--- src/rtl/cord_pkg.sv ---
// Shared constants for the rotation core and its pair serializer.
// Output FSM state encoding lives here so both sides agree on it.
package cord_pkg;

  localparam int CORD_W = 8;

  localparam logic [1:0] ST_IDLE  = 2'd0;
  localparam logic [1:0] ST_SEND1 = 2'd1;
  localparam logic [1:0] ST_SEND2 = 2'd2;

  typedef enum logic [1:0] {
    IDLE  = ST_IDLE,
    SEND1 = ST_SEND1,
    SEND2 = ST_SEND2
  } ser_state_e;

  function automatic logic [2*CORD_W-1:0] pack_pair(
    input logic [CORD_W-1:0] c1,
    input logic [CORD_W-1:0] c2
  );
    return {c1, c2};
  endfunction

endpackage

--- src/rtl/cord_pair_fifo.sv ---
// Pair FIFO: DEPTH entries of DW bits, wrap-around pointers and a
// registered occupancy count from which full/empty are decoded.
module cord_pair_fifo #(
  parameter int DW    = 16,
  parameter int DEPTH = 4,
  localparam int AW   = $clog2(DEPTH)
) (
  input  logic          clk,
  input  logic          rst_n,
  input  logic          push_i,
  input  logic          pop_i,
  input  logic [DW-1:0] wdata_i,
  output logic [DW-1:0] rdata_o,
  output logic          full_o,
  output logic          empty_o,
  output logic [AW:0]   level_o
);

  logic [DW-1:0] mem_q [DEPTH];
  logic [AW-1:0] wr_ptr_q;
  logic [AW-1:0] rd_ptr_q;
  logic [AW:0]   level_q;
  logic [AW:0]   level_d;
  logic          push_ok;
  logic          pop_ok;

  assign full_o  = (level_q == (AW+1)'(DEPTH));
  assign empty_o = (level_q == '0);
  assign level_o = level_q;
  assign rdata_o = mem_q[rd_ptr_q];

  assign push_ok = push_i && !full_o;
  assign pop_ok  = pop_i && !empty_o;

  always_comb begin
    level_d = level_q;
    unique case ({push_ok, pop_ok})
      2'b10:   level_d = level_q + 1'b1;
      2'b01:   level_d = level_q - 1'b1;
      default: level_d = level_q;
    endcase
  end

  always_ff @(posedge clk or negedge rst_n) begin
    if (!rst_n) begin
      wr_ptr_q <= '0;
      rd_ptr_q <= '0;
      level_q  <= '0;
      for (int i = 0; i < DEPTH; i++) begin
        mem_q[i] <= '0;
      end
    end else begin
      if (push_ok) begin
        mem_q[wr_ptr_q] <= wdata_i;
        wr_ptr_q        <= wr_ptr_q + 1'b1;
      end
      if (pop_ok) begin
        rd_ptr_q <= rd_ptr_q + 1'b1;
      end
      level_q <= level_d;
    end
  end

endmodule

--- src/rtl/cord_pair_serializer.sv ---
// Buffers rotated coordinate pairs and streams them as two bytes,
// cord1 then cord2, with back-pressure and a sticky drop flag.
module cord_pair_serializer
  import cord_pkg::*;
#(
  parameter int W     = CORD_W,
  parameter int DEPTH = 4,
  localparam int AW   = $clog2(DEPTH)
) (
  input  logic         clk,
  input  logic         rst_n,
  input  logic         in_valid,
  input  logic [W-1:0] cord1,
  input  logic [W-1:0] cord2,
  output logic         in_ready,
  input  logic         out_ready,
  output logic         out_valid,
  output logic [W-1:0] out_data,
  output logic         out_last,
  input  logic         clr_ovf,
  output logic         ovf,
  output logic [AW:0]  level
);

  ser_state_e     state_q;
  logic           out_valid_q;
  logic [W-1:0]   out_data_q;
  logic           out_last_q;
  logic [W-1:0]   hold_q;
  logic           ovf_q;
  logic           ovf_d;

  logic           push;
  logic           load;
  logic           drop;
  logic           f_full;
  logic           f_empty;
  logic [2*W-1:0] f_head;

  assign in_ready = !f_full;
  assign push     = in_valid && !f_full;
  assign drop     = in_valid && f_full;

  // The head is popped only when it is moved into the output registers.
  assign load = !f_empty &&
                ((state_q == IDLE) ||
                 (state_q == SEND2 && out_ready));

  cord_pair_fifo #(
    .DW    (2*W),
    .DEPTH (DEPTH)
  ) u_fifo (
    .clk     (clk),
    .rst_n   (rst_n),
    .push_i  (push),
    .pop_i   (load),
    .wdata_i ({cord1, cord2}),
    .rdata_o (f_head),
    .full_o  (f_full),
    .empty_o (f_empty),
    .level_o (level)
  );

  always_comb begin
    ovf_d = ovf_q;
    if (drop) begin
      ovf_d = 1'b1;
    end else if (clr_ovf) begin
      ovf_d = 1'b0;
    end
  end

  always_ff @(posedge clk or negedge rst_n) begin
    if (!rst_n) begin
      state_q     <= IDLE;
      out_valid_q <= 1'b0;
      out_data_q  <= '0;
      out_last_q  <= 1'b0;
      hold_q      <= '0;
      ovf_q       <= 1'b0;
    end else begin
      ovf_q <= ovf_d;
      unique case (state_q)
        IDLE: begin
          if (load) begin
            state_q     <= SEND1;
            out_valid_q <= 1'b1;
            out_data_q  <= f_head[2*W-1:W];
            hold_q      <= f_head[W-1:0];
            out_last_q  <= 1'b0;
          end
        end
        SEND1: begin
          if (out_ready) begin
            state_q    <= SEND2;
            out_data_q <= hold_q;
            out_last_q <= 1'b1;
          end
        end
        SEND2: begin
          if (out_ready) begin
            if (load) begin
              state_q    <= SEND1;
              out_data_q <= f_head[2*W-1:W];
              hold_q     <= f_head[W-1:0];
              out_last_q <= 1'b0;
            end else begin
              state_q     <= IDLE;
              out_valid_q <= 1'b0;
              out_last_q  <= 1'b0;
            end
          end
        end
        default: begin
          state_q     <= IDLE;
          out_valid_q <= 1'b0;
          out_last_q  <= 1'b0;
        end
      endcase
    end
  end

  assign out_valid = out_valid_q;
  assign out_data  = out_data_q;
  assign out_last  = out_last_q;
  assign ovf       = ovf_q;

  logic unused_pkg;
  assign unused_pkg = ^pack_pair(cord1, cord2);

endmodule

--- config.mk ---
export PLATFORM = sky130hd
export DESIGN_NAME = cord_pair_serializer
export DESIGN_NICKNAME = d
export VERILOG_FILES = /design/src/rtl/cord_pkg.sv /design/src/rtl/cord_pair_fifo.sv /design/src/rtl/cord_pair_serializer.sv
export SDC_FILE = /design/constraint.sdc
export NUM_CORES = 1
export LEC_CHECK = 0
export ABC_AREA = 1
export CAP_MARGIN = 40
export CELL_PAD_IN_SITES_DETAIL_PLACEMENT = 1
export CELL_PAD_IN_SITES_GLOBAL_PLACEMENT = 2
export CORE_MARGIN = 2
export CORE_UTILIZATION = 36
export CTS_CLUSTER_SIZE = 14
export DETAILED_ROUTE_END_ITERATION = 10
export PLACE_DENSITY = 0.78
export SLEW_MARGIN = 20
export SYNTH_ARGS = -nofsm -noshare
export SYNTH_HDL_FRONTEND = slang
export SYNTH_SLANG_ARGS = --single-unit
--- constraint.sdc ---
create_clock -name clk -period 2.6 [get_ports clk]
set_input_delay 0.52 -clock clk [delete_from_list [all_inputs] [get_ports clk]]
set_output_delay 0.52 -clock clk [all_outputs]
set_load 0.02 [all_outputs]
Word level (Yosys, flattened, before mapping)
Cells that the tools add are included.
{"block": "classes", "n_reduce_logical": 20, "n_bitwise": 3, "eq_ne": 9, "n_mux": 29, "addsub": 4, "n_lt_le_gt_ge": 3}
{"cell": "$bwmux W64", "n": 1}
{"cell": "$mux W16", "n": 3}
{"cell": "$mux W8", "n": 5}
{"cell": "$bmux W16 S2", "n": 1}
{"cell": "$demux W16 S2", "n": 1}
{"cell": "$pmux W8 S3", "n": 1}
{"cell": "$pmux W8 S2", "n": 1}
{"cell": "$mux W1", "n": 9}
{"cell": "$logic_and A1 B1 Y1", "n": 7}
{"cell": "$ge A3 B3 Y1 const B", "n": 2}
{"cell": "$mux W2", "n": 3}
{"cell": "$ne A2 B2 Y1 const B", "n": 3}
{"cell": "$not A2 Y3", "n": 2}
{"cell": "$pmux W1 S3", "n": 2}
{"cell": "$pmux W2 S3", "n": 1}
{"cell": "$pmux W3 S2", "n": 1}
{"cell": "$reduce_and A3 Y1", "n": 2}
{"cell": "$reduce_bool A2 Y1", "n": 3}
{"cell": "$add A2 B1 Y2 const B", "n": 2}
{"cell": "$eq A2 B1 Y1 const B", "n": 2}
{"cell": "$eq A2 B2 Y1 const B", "n": 2}
{"cell": "$reduce_and A4 Y1", "n": 1}
{"cell": "$add A3 B1 Y3 const B", "n": 1}
{"cell": "$eq A3 B3 Y1 const B", "n": 1}
{"cell": "other kinds (10)", "n": 11}
{"block": "word_totals", "ff_bits": 92, "wordCells": 81, "in_bits": 21, "out_inout_bits": 15}

Logic depth before layout (Yosys ltp)
{"block": "depth", "word_depth": 7, "mapped_depth": 10, "depth_no_buf": 9}

Hierarchy
From an unflattened synthesis, not the netlist that was laid out.
{"block": "hier_totals", "cells_unflattened": 568, "area_unflattened_um2": 4543.1}
{"mod": "cord_pair_fifo", "seq_area_each_um2": 1776.7, "area_each_um2": 3595.9, "cells_each": 448, "instances": 1}
{"mod": "cord_pair_serializer", "seq_area_each_um2": 500.5, "area_each_um2": 947.2, "cells_each": 120, "instances": 1}

Worst setup path after synthesis
Ideal clock, no wire load.
{"block": "synth_path", "path_type": "flip-flop to flip-flop", "startpoint": "register u_fifo.level_q[1] (netlist: u_fifo.level_o[1])", "endpoint": "register u_fifo.level_q[2] (netlist: u_fifo.level_o[2])", "stages_incl_launch_ff": 11, "t_arrival_ns": 1.975, "t_required_ns": 2.469, "setup_time_ns": 0.131, "path_slack_ns": 0.494, "period_less_slack_ns": 2.106, "path_buffers": 1, "cell_sequence": "dfrtp_1 > inv_1 > nand3_1 > nand2_2 > inv_1 > buf_4 > ha_1 > fa_1 > a21oi_1 > o21ai_0 > xor2_1"}
{"block": "synth_between", "elab_chain_cells": 6, "elab_cells_between_ends": 14, "classes_between": "2 x add/sub; 3 x eq/ne; 1 x mux; 8 x reduce/logical"}
{"element": "from (decl)", "line": "cord_pair_fifo.sv:22", "source": "logic [AW:0] level_q;"}
{"element": "from (signal assigned)", "line": "cord_pair_fifo.sv:60", "source": "level_q <= level_d;"}
{"element": "$logic_not A3 Y1 *", "line": "cord_pair_fifo.sv:28", "source": "assign empty_o = (level_q == '0);"}
{"element": "$logic_not A1 Y1 *", "line": "cord_pair_fifo.sv:33, cord_pair_serializer.sv:45"}
{"element": "$logic_and A1 B1 Y1", "line": "cord_pair_serializer.sv:45", "source": "assign load = !f_empty &&"}
{"element": "$logic_and A1 B1 Y1 *", "line": "cord_pair_fifo.sv:33", "source": "assign pop_ok = pop_i && !empty_o;"}
{"element": "named net u_fifo.pop_ok", "line": "cord_pair_fifo.sv:25", "source": "logic pop_ok;"}
{"element": "$eq A2 B1 Y1 or $eq A2 B2 Y1 (tied branches)", "line": "cord_pair_fifo.sv:37", "source": "unique case ({push_ok, pop_ok})"}
{"element": "$pmux W3 S2 or $reduce_bool A2 Y1 (tied branches)"}
The timed path passes the listed nets; every way through them passes the cells marked *.
A chain may end at the register's enable or synchronous reset.

Worst setup path after layout
{"block": "layout_path", "startpoint": "register u_fifo.level_q[0] (netlist: u_fifo.level_o[0])", "endpoint": "output in_ready"}
{"block": "layout_between", "elab_chain_cells": 2}
{"element": "$eq A3 B3 Y1", "line": "cord_pair_fifo.sv:27", "source": "assign full_o = (level_q == (AW+1)'(DEPTH));"}
{"element": "$logic_not A1 Y1", "line": "cord_pair_serializer.sv:40", "source": "assign in_ready = !f_full;"}
{"element": "to (decl)", "line": "cord_pair_serializer.sv:15", "source": "output logic in_ready,"}
Every way passes these cells.

==> impl_summary.txt <==
----------------------------------------------------
[Floorplan]
  Die Y ... 114 um
  Number of core rows ... 40
  Die X-Extent ... 114 um
  Core box area ... 11900 um2
  Ports placed on the boundary ... 36
  Effective utilization at floorplan ... 36.6%
  Die area ... 12900 um2

[Logic synthesis]
  Synthesized area ... 4340 um2
  Distinct cells, synth ... 28
  Total of warnings raised by yosys ... 0
  Synthesized instance count ... 479
  #FFs+latches synth ... 91
  Seq/Total Area, Yosys ... 52.5%
  Post-synthesis average cell area ... 9.05 um2
  Post-Synthesis Net Count ... 506

[Placed design]
  Count of port buffers added during placement ... 35
  Post-Place Worst Slack ... 193 ps
  Weighted congestion reported at the end of routability-driven placement ... 0.769
  Dpl cells ... 643
  DP HPWL ... 6420 um

[Drt]
  Routed WL ... 10300 um
  Number of remaining DRC errors ... 0
  Detailed-routing iteration count for the pre-antenna-repair pass ... 4
  Post-route ant nets ... 0
  WL/cell ... 15.7 um
  Number of DRC violations after detailed-routing iteration 0 ... 148
  Routed vias ... 3191
  Average via count per standard cell ... 4.84

[Run status]
  Run status ... finished clean

[Clock tree]
  Clock root buffer master ... sky130_fd_sc_hd__clkbuf_16
  Total CTS buffers ... 9
  Buffers inserted during post-CTS setup optimization ... 0
  Worst-Skew Late Latency ... 350 ps
  Sink count of the clock tree ... 91
  Clock Path Buffers ... 2
  Htree depth ... 3
  Post-cts repair resize count ... 0
  Hold buffer count at cts ... 0
  TritonCTS clock tree ... yes
  Clock-pin slew on the worst setup and hold paths ... 70 ps

[Timing]
  Worst hold slack across all endpoints ... 179 ps
  Transition at the pin with the smallest max-transition slack ... 685 ps
  Highest clock frequency the design can meet ... 0.477 GHz
  Slew headroom ... 54.3%
  Setup repair after global routing missed its margin ... no
  Clock period minus worst slack ... 2100 ps
  Final setup fails ... 0
  Number of hold-slack violations in the final timing report ... 0
  Portion of the clock cycle consumed by the worst path in the final layout ... 80.6%
  Max-slew violation total from the final report ... 0
  Setup Total Neg Slack ... 0 ps
  Setup Skew ... 6.56 ps
  Minimum setup slack in the final design ... 504 ps

[Layout]
  Area grow syn2layout ... 15.7%
  Core occupancy in the finished layout ... 42.3%
  Number of antenna diodes ... 0
  Layout cell share with drive strength beyond 1 ... 13.7%
  Final-stage net count ... 534
  Post-layout instance count excluding filler cells ... 659

[Global route]
  Maximum number of pins on one net before global-route repair ... 46
  Global-route layer with the greatest usage ... met2
  Met3 track utilization from global routing ... 2.39%
  Global-route wire length before repair ... 17500 um
  Total global routing overflow ... 0
  Vias in the first global route ... 3346
  Met1 Use GR ... 23.1%
  Initial antenna violation count ... 0
  Global Route met2 Usage ... 29.3%
  Gr usage total ... 17.6%

[Power]
  Peak supply drop ... 0.443 mV
  Power per unit of standard cell area ... 1380 nW/um2
  Static leakage ... 2.44 nW

[Critical path]
  Worst Path Required ... 2080 ps
  Maximum fanout count along the critical path ... 4
  Category of the most critical setup path ... flip-flop to primary output
  CP endpoint kind ... primary output
  Kind of launch point of the worst setup path ... flip-flop
  Arrival time of the worst setup path ... 1580 ps

[Job]
  Max-cap violations ... 0

[Min path]
  Worst Hold Class ... input pin to async pin

----------------------------------------------------
## cell families after synthesis
family                     Yosys count  synth area share (%)
and+or+nand+nor                    223                  22.9
AOI/OAI and AO/OA                   98                  13.4
DFF                                 91                  52.5
buffers and inverters               57                  8.28
adders and majority gates            6                  1.90
xor gates and xnor gates             4                 0.981
## through the flow
step / cell area (um2) / total power, W
after floorplan: 4340 / 0.00479
after global placement: 4700 / 0.00548
after detailed placement: 4700 / 0.00558
after CTS: 5010 / 0.00701
after global routing: 5010 / 0.00751
final: 5010 / 0.00690
## placed cells by master, fill, tap and decap left out, drive strengths merged
cell and n:
bufinv 1, fa 1, o21ai 85, nor2 21, clkdlybuf4s50 34, a21oi 4
nor3 1, clkbuf 12, clkinv 2, inv 32, xnor2 1, xor2 3
dfrtp 91, ha 5, nand2 174, o22ai 9, clkinvlp 1, buf 8
nand3 27
## registers in the layout, summed over array words and instances, names as in the netlist, 2 cells and up
name             flops
out_data             8
u_fifo.level_o       3
u_fifo.rd_ptr_q      2
u_fifo.mem_q        64
hold_q               8
u_fifo.wr_ptr_q      2
## cell usage after synthesis
library cell              number  area share [%]
sky130_fd_sc_hd__buf_4         5            0.87
sky130_fd_sc_hd__buf_2         5            0.58
sky130_fd_sc_hd__inv_6         1            0.20
sky130_fd_sc_hd__xor2_2        1            0.38
sky130_fd_sc_hd__fa_1          1            0.46
sky130_fd_sc_hd__nand3_1      18             2.1
sky130_fd_sc_hd__inv_4         1            0.14
sky130_fd_sc_hd__nand2_2       3            0.43
sky130_fd_sc_hd__o21ai_0      21             2.4
sky130_fd_sc_hd__nand2_4       6             1.6
sky130_fd_sc_hd__o21ai_1      46             5.3
sky130_fd_sc_hd__nor2_4        1            0.26
sky130_fd_sc_hd__a21oi_1       3            0.35
sky130_fd_sc_hd__nor2_1       19             1.6
sky130_fd_sc_hd__ha_1          5             1.4
sky130_fd_sc_hd__inv_2         4            0.35
sky130_fd_sc_hd__nor3_1        1            0.12
sky130_fd_sc_hd__nand2_1     165              14
sky130_fd_sc_hd__xnor2_1       1            0.20
sky130_fd_sc_hd__dfrtp_1      91              53
sky130_fd_sc_hd__buf_6        15             3.9
sky130_fd_sc_hd__nor2_8        1            0.46
sky130_fd_sc_hd__o22ai_1       9             1.3
sky130_fd_sc_hd__a21oi_4       1            0.38
sky130_fd_sc_hd__nand3_2       9             2.1
sky130_fd_sc_hd__o21ai_2      18             3.6
sky130_fd_sc_hd__xor2_1        2            0.40
sky130_fd_sc_hd__inv_1        26             2.3
## final timing paths
path	startpoint	endpoint	slack (ps)	cells after the start
worst max-delay path	u_fifo.level_o[0]	in_ready	500	3
worst min-delay path	rst_n	ovf	180	1
worst max register to register	u_fifo.level_o[1]	u_fifo.level_o[2]	670	9
worst min register to register	out_data[4]	out_data[4]	480	2
max in group asynchronous	rst_n	u_fifo.mem_q[9]	1800	2
min in group clk	out_data[4]	out_data[4]	480	2
## layer usage
layer,wire [um],vias to the layer above,part of all wire (%)
met5,0,-,0
met4,206,0,2.0
met3,251,15,2.4
met2,4900,46,47
met1,4960,1539,48
li1,-,1591,-
## area by class of cell
class	instances	area, um2
inverter	32	128
clock buffer	12	267
fill	1413	6850
timing repair buffer	42	413
multi-input combinational	331	1700
tap	147	184
clock inverter	4	47.5
sequential	91	2280
## report_power, final
part	total [W]	switching [W]	leakage [nW]	internal, W
registers	0.00246	0.000373	1.14	0.00208
clock network	0.00139	0.000564	0.155	0.000821
logic	0.00305	0.00193	1.15	0.00112
## worst max-delay path: stages, from the launching register on
cell,delay [ps]
sky130_fd_sc_hd__dfrtp_1,440
sky130_fd_sc_hd__inv_2,60
sky130_fd_sc_hd__nand3_2,110
sky130_fd_sc_hd__clkdlybuf4s50_1,610
(Power assumes the default switching activity.)
